File: config.mk
export PLATFORM = sky130hd
export DESIGN_NAME = fp32_adder
export DESIGN_NICKNAME = d
export VERILOG_FILES = /design/src/rtl/fp32_pkg.sv /design/src/rtl/fp32_lzc.sv /design/src/rtl/fp32_adder.sv
export SDC_FILE = /design/constraint.sdc
export NUM_CORES = 1
export LEC_CHECK = 0
export ABC_AREA = 1
export BUFFER_PORTS_ARGS = -buffer_cell sky130_fd_sc_hd__buf_4
export CAP_MARGIN = 20
export CELL_PAD_IN_SITES_DETAIL_PLACEMENT = 1
export CELL_PAD_IN_SITES_GLOBAL_PLACEMENT = 2
export CORE_MARGIN = 5
export CORE_UTILIZATION = 34
export DETAILED_ROUTE_END_ITERATION = 8
export MAX_ROUTING_LAYER = met4
export PLACE_DENSITY_LB_ADDON = 0.1
export SLEW_MARGIN = 40
export SYNTH_ARGS = -nofsm -noshare
export SYNTH_HDL_FRONTEND = slang
export SYNTH_SLANG_ARGS = --single-unit
File: constraint.sdc
create_clock -name clk -period 6.2 [get_ports clk]
set_input_delay 0.31 -clock clk [delete_from_list [all_inputs] [get_ports clk]]
set_output_delay 0.31 -clock clk [all_outputs]
set_load 0.01 [all_outputs]
File: src/rtl/fp32_pkg.sv
// Shared binary32 field definitions, constants and operand decode for the FP adder.
// The FP32_ADDER_DENORM_EN macro selects subnormal decoding; without it, subnormals flush to zero.
package fp32_pkg;

  localparam int EXP_W   = 8;
  localparam int MAN_W   = 23;
  localparam int BIAS    = 127;
  localparam int EXP_MAX = 2 * BIAS + 1;

  localparam logic [31:0] POS_INF      = 32'h7F800000;
  localparam logic [31:0] NEG_INF      = 32'hFF800000;
  localparam logic [31:0] QNAN_DEFAULT = 32'h7FC00000;

  typedef struct packed {
    logic             sign;
    logic [EXP_W-1:0] exp;
    logic [MAN_W:0]   sig;
    logic             is_zero;
    logic             is_inf;
    logic             is_nan;
  } fp_unp_t;

  function automatic fp_unp_t fp_unpack(input logic [31:0] x);
    fp_unp_t u;
    u.sign   = x[31];
    u.is_nan = (&x[30:23]) && (|x[22:0]);
    u.is_inf = (&x[30:23]) && !(|x[22:0]);
`ifdef FP32_ADDER_DENORM_EN
    u.is_zero = (x[30:23] == '0) && (x[22:0] == '0);
    u.exp     = (x[30:23] == '0) ? 8'd1 : x[30:23];
    u.sig     = {(x[30:23] != '0), x[22:0]};
`else
    u.is_zero = (x[30:23] == '0);
    u.exp     = x[30:23];
    u.sig     = {1'b1, x[22:0]};
`endif
    return u;
  endfunction

endpackage

File: src/rtl/fp32_lzc.sv
// Combinational leading-zero counter over the 27-bit working significand (27 when all-zero).
module fp32_lzc (
  input  logic [26:0] m,
  output logic [4:0]  cnt
);

  always_comb begin
    cnt = 5'd27;
    for (int i = 0; i < 27; i++) begin
      if (m[i]) cnt = 5'(26 - i);
    end
  end

endmodule

File: src/rtl/fp32_adder.sv
// Two-stage IEEE-754 binary32 adder, round-to-nearest-even, valid-tagged without backpressure.
// Build option FP32_ADDER_DENORM_EN enables subnormal inputs/results; otherwise flush-to-zero.
module fp32_adder
  import fp32_pkg::*;
#(
  parameter logic [31:0] QNAN = QNAN_DEFAULT
) (
  input  logic        clk,
  input  logic        rst,
  input  logic        in_valid,
  input  logic [31:0] a,
  input  logic [31:0] b,
  output logic        out_valid,
  output logic [31:0] result
);

  function automatic logic rne(input logic [3:0] lgrs);
    return lgrs[2] & (lgrs[3] | lgrs[1] | lgrs[0]);
  endfunction

  fp_unp_t     ua, ub;
  logic        big_sign, sml_sign;
  logic [7:0]  big_exp, sml_exp;
  logic [23:0] big_sig, sml_sig;
  logic [8:0]  diff;
  logic [26:0] sml_m;
  logic [53:0] sh;
  logic [27:0] sum_c;
  logic        spec_c;
  logic [31:0] spec_res_c;

  logic        vld_p1, spec_p1, sign_p1;
  logic [31:0] spec_res_p1;
  logic [8:0]  exp_p1;
  logic [27:0] sum_p1;

  always_comb begin
    ua = fp_unpack(a);
    ub = fp_unpack(b);
    if ({ua.exp, ua.sig} >= {ub.exp, ub.sig}) begin
      big_sign = ua.sign; big_exp = ua.exp; big_sig = ua.sig;
      sml_sign = ub.sign; sml_exp = ub.exp; sml_sig = ub.sig;
    end else begin
      big_sign = ub.sign; big_exp = ub.exp; big_sig = ub.sig;
      sml_sign = ua.sign; sml_exp = ua.exp; sml_sig = ua.sig;
    end
    diff = {1'b0, big_exp} - {1'b0, sml_exp};
    sh   = {sml_sig, 30'b0} >> diff;
    // Bits shifted past the round position collapse into the sticky LSB.
    if (diff >= 9'd26) sml_m = {26'b0, |sml_sig};
    else               sml_m = {sh[53:28], sh[27] | (|sh[26:0])};
    if (big_sign == sml_sign) sum_c = {1'b0, big_sig, 3'b0} + {1'b0, sml_m};
    else                      sum_c = {1'b0, big_sig, 3'b0} - {1'b0, sml_m};

    spec_c     = 1'b1;
    spec_res_c = QNAN;
    if (ua.is_nan || ub.is_nan)                           spec_res_c = QNAN;
    else if (ua.is_inf && ub.is_inf && ua.sign != ub.sign) spec_res_c = QNAN;
    else if (ua.is_inf)                                   spec_res_c = ua.sign ? NEG_INF : POS_INF;
    else if (ub.is_inf)                                   spec_res_c = ub.sign ? NEG_INF : POS_INF;
    else if (ua.is_zero && ub.is_zero)                    spec_res_c = {ua.sign & ub.sign, 31'b0};
    else if (ua.is_zero)                                  spec_res_c = b;
    else if (ub.is_zero)                                  spec_res_c = a;
    else                                                  spec_c     = 1'b0;
  end

  // Stage 1 boundary: aligned sum and special-case verdict
  always_ff @(posedge clk) begin
    if (in_valid) begin
      spec_p1     <= spec_c;
      spec_res_p1 <= spec_res_c;
      sign_p1     <= big_sign;
      exp_p1      <= {1'b0, big_exp};
      sum_p1      <= sum_c;
    end
  end

  logic [26:0]        m_pre, m_norm;
  logic [4:0]         lz, shamt;
  logic signed [9:0]  e_pre, e_n;
  logic               rnd;
  logic [30:0]        packed_c;
  logic [31:0]        res_c;

  fp32_lzc u_lzc (.m(m_pre), .cnt(lz));

  always_comb begin
    if (sum_p1[27]) begin
      m_pre = {sum_p1[27:2], sum_p1[1] | sum_p1[0]};
      e_pre = signed'({1'b0, exp_p1}) + 10'sd1;
    end else begin
      m_pre = sum_p1[26:0];
      e_pre = signed'({1'b0, exp_p1});
    end
`ifdef FP32_ADDER_DENORM_EN
    // Stop normalizing at exponent 1 so the value lands as a subnormal.
    if (signed'({5'b0, lz}) >= e_pre) shamt = 5'(e_pre - 10'sd1);
    else                              shamt = lz;
`else
    shamt = lz;
`endif
    m_norm   = m_pre << shamt;
    e_n      = e_pre - signed'({5'b0, shamt});
    rnd      = rne(m_norm[3:0]);
    // Rounding carry ripples into the exponent field, covering renormalization and overflow.
    packed_c = {(m_norm[26] ? e_n[7:0] : 8'd0), m_norm[25:3]} + 31'(rnd);

    if (spec_p1)                          res_c = spec_res_p1;
    else if (m_pre == '0)                 res_c = 32'h0;
    else if (e_n >= 10'(EXP_MAX))         res_c = sign_p1 ? NEG_INF : POS_INF;
`ifndef FP32_ADDER_DENORM_EN
    else if (e_n < 10'sd1)                res_c = {sign_p1, 31'b0};
`endif
    else                                  res_c = {sign_p1, packed_c};
  end

  // Stage 2 boundary: packed result and valid pipeline
  always_ff @(posedge clk or posedge rst) begin
    if (rst) begin
      vld_p1    <= 1'b0;
      out_valid <= 1'b0;
      result    <= 32'h0;
    end else begin
      vld_p1    <= in_valid;
      out_valid <= vld_p1;
      if (vld_p1) result <= res_c;
    end
  end

endmodule

# Word-level counts from Yosys, hierarchy flattened
# Cells that the tools add are included.
# word_totals
mem_bits_rw	0
mem_bits_ro	0
ff_bits	104
latch_bits	0
out_inout_bits	33
input_bits	67
n_memories	0
# op_classes
muxes	51
div_mod_pow	0
shifts	2
magnitude_cmp	4
bitwise_logic	6
eq_ne	2
mul	0
add_sub_neg	6
reduce_logical	21
# ops
cell	n
two-way mux 32 bit	11
two-way mux 5 bit	16
two-way mux 27 bit	2
>> shifter 54 x 9 -> 54 bit	1
two-way mux 23 bit	2
OR reduction 23 bit	2
greater-or-equal comparator 32 bit	1
two-way mux 4 bit	8
adder 31 x 1 -> 31 bit	1
two-way mux 31 bit	1
adder 27 x 27 -> 28 bit	1
two-way mux 28 bit	1
subtractor 27 x 27 -> 28 bit	1
logical NOT 27 bit	1
OR reduction 27 bit	1
<< shifter 27 x 5 -> 27 bit	1
two-way mux 8 bit	3
OR reduction 24 bit	1
logical NOT 8 bit	2
AND reduction 8 bit	2
greater-or-equal comparator 10 x 9 -> 1 bit, second input constant	1
< comparator 10 x 2 -> 1 bit, second input constant	1
subtractor 10 x 6 -> 10 bit	1
adder 8 x 1 -> 9 bit, second input constant	1
14 further kinds	29

# Longest topological paths before layout
# logic_depth
depth_word	38
mapped_depth	64
depth_no_buf	62

# Hierarchy
# From an unflattened synthesis, not the netlist that was laid out.
# hier_totals
cells_unflattened	2375
area_unflattened_um2	14168.6
# by_module_without_submodules
mod	n_inst	area_each_um2	cells_per_inst
fp32_adder	1	13815.8	2295
fp32_lzc	1	352.8	80

# Least setup slack after synthesis
# Ideal clock, no wire load.
# synth_timing
kind	input to register
startpoint	in b[26]
endpoint	reg sum_p1[24], data pin
arrival_time_ps	5955
path_slack_ps	-7
path_stages	43
required_time_ps	5948
path_cell_list	inv_1 ha_1 buf_2 a21oi_1 o21ai_1 nand2_1 o211ai_1 nor2_1 a21boi_2 nand2_1 nand3_1 ha_1 a21o_4 xor2_2 inv_2 buf_2 nor2_2 nor3_1 [... 7 more ...] a21oi_1 o31ai_1 a221o_1 a21oi_1 inv_1 a21oi_1 inv_1 a21oi_1 o21ai_0 a21oi_1 nor2_1 nor2_1 o21ai_0 nand2_1 nand2_1 xor2_1 nand2_1 nand2_1
# synth_between
elab_chain_len	9
# synth_lines
element	line_no	source
start, declared	fp32_adder.sv:12	input logic [31:0] b,
greater-or-equal comparator 32 bit	fp32_adder.sv:40	if ({ua.exp, ua.sig} >= {ub.exp, ub.sig}) begin
two-way mux 8 bit	fp32_adder.sv:40	
subtractor 8 x 8 -> 9 bit	fp32_adder.sv:47	diff = {1'b0, big_exp} - {1'b0, sml_exp};
>> shifter 54 x 9 -> 54 bit	fp32_adder.sv:48	sh = {sml_sig, 30'b0} >> diff;
OR reduction 27 bit	fp32_adder.sv:51	else sml_m = {sh[53:28], sh[27] | (|sh[26:0])};
OR 1 bit	fp32_adder.sv:51	
two-way mux 27 bit	fp32_adder.sv:50	if (diff >= 9'd26) sml_m = {26'b0, |sml_sig};
subtractor 27 x 27 -> 28 bit / adder 27 x 27 -> 28 bit (equally long branches)	fp32_adder.sv:53, fp32_adder.sv:52	
two-way mux 28 bit *	fp32_adder.sv:52	if (big_sign == sml_sign) sum_c = {1'b0, big_sig, 3'b0} + {1'b0, sml_m};
via sum_c[24]	fp32_adder.sv:28	logic [27:0] sum_c;
end signal, assigned	fp32_adder.sv:74	sum_p1 <= sum_c;
end, declared	fp32_adder.sv:35	logic [27:0] sum_p1;
# The timed path passes the listed nets; every way through them passes the cells marked *.
# A chain may end at the register's enable or synchronous reset.

# Worst setup path in the final report
# layout_timing
startpoint	in b[30]
endpoint	reg sum_p1[23], data pin
# Same word-level chain as after synthesis.

==> results.sh <==
export IMPL_outcome="complete, no violations"
export IMPL_clkSinkCount=104
export IMPL_ant_nets=0
export IMPL_dpl_cell_area_um2=17800
export IMPL_period_needed_ps=6160
export IMPL_cpLargestDelayFamily="simple AND/OR/NAND/NOR gates"
export IMPL_arrival_ps=6280
export IMPL_io_buffers=99
export IMPL_avgSynthCellArea_um2=5.92
export IMPL_grt_max_degree=72
export IMPL_grt_pass1_vias=18100
export IMPL_syn_cell_area_um2=14400
export IMPL_worst_slew_pin_slew_ps=847
export IMPL_relSlewSlack=0.435
export IMPL_crit_path_end_kind="flop"
export IMPL_synth_adder_area_share=0.0781
export IMPL_worstSetupPathType="in2reg"
export IMPL_start_util=0.344
export IMPL_cts_root_buf="clkbuf_16"
export IMPL_yosysSeqAreaShare=0.204
export IMPL_fin_skew_ps=17.0
export IMPL_yosysWarnings=0
export IMPL_fillers=5637
export IMPL_drive_gt1_frac=0.284
export IMPL_rsz0062_at_grt="yes"
export IMPL_synth_nets=2596
export IMPL_max_stage_delay_ps=360
export IMPL_cts_hold_buf=0
export IMPL_yosys_area_top_type="nand2_1"
export IMPL_regArea_um2=2950
export IMPL_grt_pass1_wl_mm=105
export IMPL_hold_class="in2async"
export IMPL_grt_ovfl_total=0
export IMPL_dp_hpwl_mm=57.3
export IMPL_async_flop_share=0.327
export IMPL_setup_viol=0
export IMPL_grt_antenna_before_repair=4
export IMPL_rows=75
export IMPL_die_y_um=216
export IMPL_yosys_top_cells_area="nand2_1, edfxtp_1, nand3_1"
export IMPL_area_growth_pct=38.2
export IMPL_finalHoldViolations=0
export IMPL_drt_wirelength_per_cell_um=20.7
export IMPL_grt_use_total=0.291
export IMPL_clk_pin_slew_ps=90
export IMPL_drtIter0Drc=1296
export IMPL_cts_tree="done"
export IMPL_cts_buffers=9
export IMPL_ys_seq_elements=104
export IMPL_fmax_mhz=162
export IMPL_diodes=0
export IMPL_synth_edf_count=70
export IMPL_wl_mm=69.9
export IMPL_critPathRequiredTime_ps=6320
export IMPL_synthMostInstantiatedCell="nand2_1"
export IMPL_io_pins=100
export IMPL_peakVddDrop_mv=0.127
export IMPL_setup_tns_final_ps=0
export IMPL_via_per_inst=5.38
export IMPL_clockBufferDepth=2
export IMPL_firstDrtPassIters=5
export IMPL_synth_cell_types=61
export IMPL_crit_path_frequent_cell="nand2_2"
export IMPL_place_inst=3292
export IMPL_yosysTopAreaCellShare=0.173
export IMPL_multi_input_area_um2=11100
export IMPL_muxShareOfSynthArea=0
export IMPL_fin_cells=3373
export IMPL_p_total_uw=4800
export IMPL_clk_latency_ps=380
export IMPL_postLayoutCellArea_um2=20000
export IMPL_core_area_um2=42000
export IMPL_p_per_area_nw_per_um2=241
export IMPL_crit_fanout=8
export IMPL_synth_xor_area_share=0.0271
export IMPL_remaining_drc_errors=0
export IMPL_power_leakage_uw=0.00971
export IMPL_cap_viol_max_count=0
export IMPL_cts_max_level=3
export IMPL_num_vias=18200
export IMPL_synth_compound_area_frac=0.154
export IMPL_synth_simple_area_share=0.422
export IMPL_layout_nets=2985
export IMPL_crit_slowest_cell="fa_2"
export IMPL_fp_dieW_um=216
export IMPL_synth_top_family_by_area="simple AND/OR/NAND/NOR gates"
export IMPL_drv_slew=0
export IMPL_die_area_um2=46700
export IMPL_synth_common_cells="nand2_1, nand3_1, inv_1"
export IMPL_layout_worst_path_cycle_share=0.994
export IMPL_worstPathBufferInverterCount=12
export IMPL_cp_start_kind="primary input"
export IMPL_synth_flop_cell="edfxtp_1"
export IMPL_gp_congestion=0.988
export IMPL_syn_inst=2440
[flip-flops by register name (all words and copies together), names as in the netlist]
register,count
sum_p1,28
sign_p1,1
result,32
spec_res_p1,32
exp_p1,8
spec_p1,1
vld_p1,1
out_valid,1
[layout by cell type (no fill, tap or decap), drive strengths merged, types with 4 or more instances in the layout]
| master | n |
|---|---|
| o211ai | 13 |
| nand3b | 8 |
| o21a | 5 |
| ha | 87 |
| xor2 | 35 |
| o21ai | 174 |
| and2 | 4 |
| nor4 | 14 |
| a31oi | 19 |
| o31ai | 6 |
| nand2 | 681 |
| a21o | 4 |
| inv | 315 |
| a21boi | 4 |
| xnor2 | 8 |
| nand4 | 42 |
| or2 | 8 |
| o221ai | 7 |
| nand3 | 355 |
| o22ai | 9 |
| buf | 482 |
| nor3 | 23 |
| nor2 | 250 |
| edfxtp | 70 |
| dfrtp | 34 |
| clkbuf | 9 |
| a21oi | 151 |
[metal layers]
metal  global-route usage  vias to the layer above  share of wire
li1                     -                     8853              -
met1                0.397                     8839           0.47
met2                0.479                      393           0.48
met3               0.0194                       65          0.038
met4               0.0602                        0          0.019
met5                    -                        -              0
[path summary, 6_finish.rpt]
kind	startpoint	to	slack, ps	cells after the start
hold reg to reg	result[19]	result[19]	530	2
min in group clk	a[31]	sign_p1	290	3
hold / removal	rst	result[28]	40	3
max in group asynchronous	rst	result[4]	5810	3
setup / recovery	b[30]	sum_p1[23]	40	57
setup reg to reg	sum_p1[27]	result[28]	650	44
[area by class of cell]
class | count | share of cell area
well taps | 539 | 0.0338
repair buffers | 482 | 0.189
flip-flops and latches | 104 | 0.148
clock buffers | 9 | 0.0113
clock inverters | 7 | 0.00432
multi-input cells | 1922 | 0.554
inverters | 310 | 0.0595
[worst reg2reg max path: cells and delay by family (launching register included)]
kind | cells | cell delay [ps]
AO/OA/AOI/OAI | 2 | 350
adder cells (fa/ha/maj) | 1 | 270
buffers and inverters | 3 | 680
flip-flops | 1 | 500
AND/OR/NAND/NOR | 38 | 3650
[cell families after synthesis]
group	count (synthesis)
compound gates	403
simple gates	1386
xor+xnor	43
fa+ha+maj	89
flops	104
buf+inv	415
[through the flow]
step	hold WS, ps	utilization	setup WS [ps]
final	38.6	0.475	39.2
after global placement	446	0.424	-946
after floorplan	341	-	44.9
after global routing	77.8	0.475	-362
after CTS	37.6	0.454	-53.4
after detailed placement	459	0.424	-1090
[timing repair]
| action | CTS | global route |
|---|---|---|
| endpoints found under the setup margin | 10 | 19 |
| pin swaps | 79 | 95 |
| buffers inserted | 38 | 24 |
| resized for setup | 153 | 167 |
| gates cloned | 5 | 0 |
[report_power, final]
part | internal (uW) | switching (uW)
Sequential | 855 | 63.6
Combinational | 1210 | 2060
Clock | 295 | 316
Total | 2360 | 2440
Note: power is estimated with default switching activity, not from simulation.
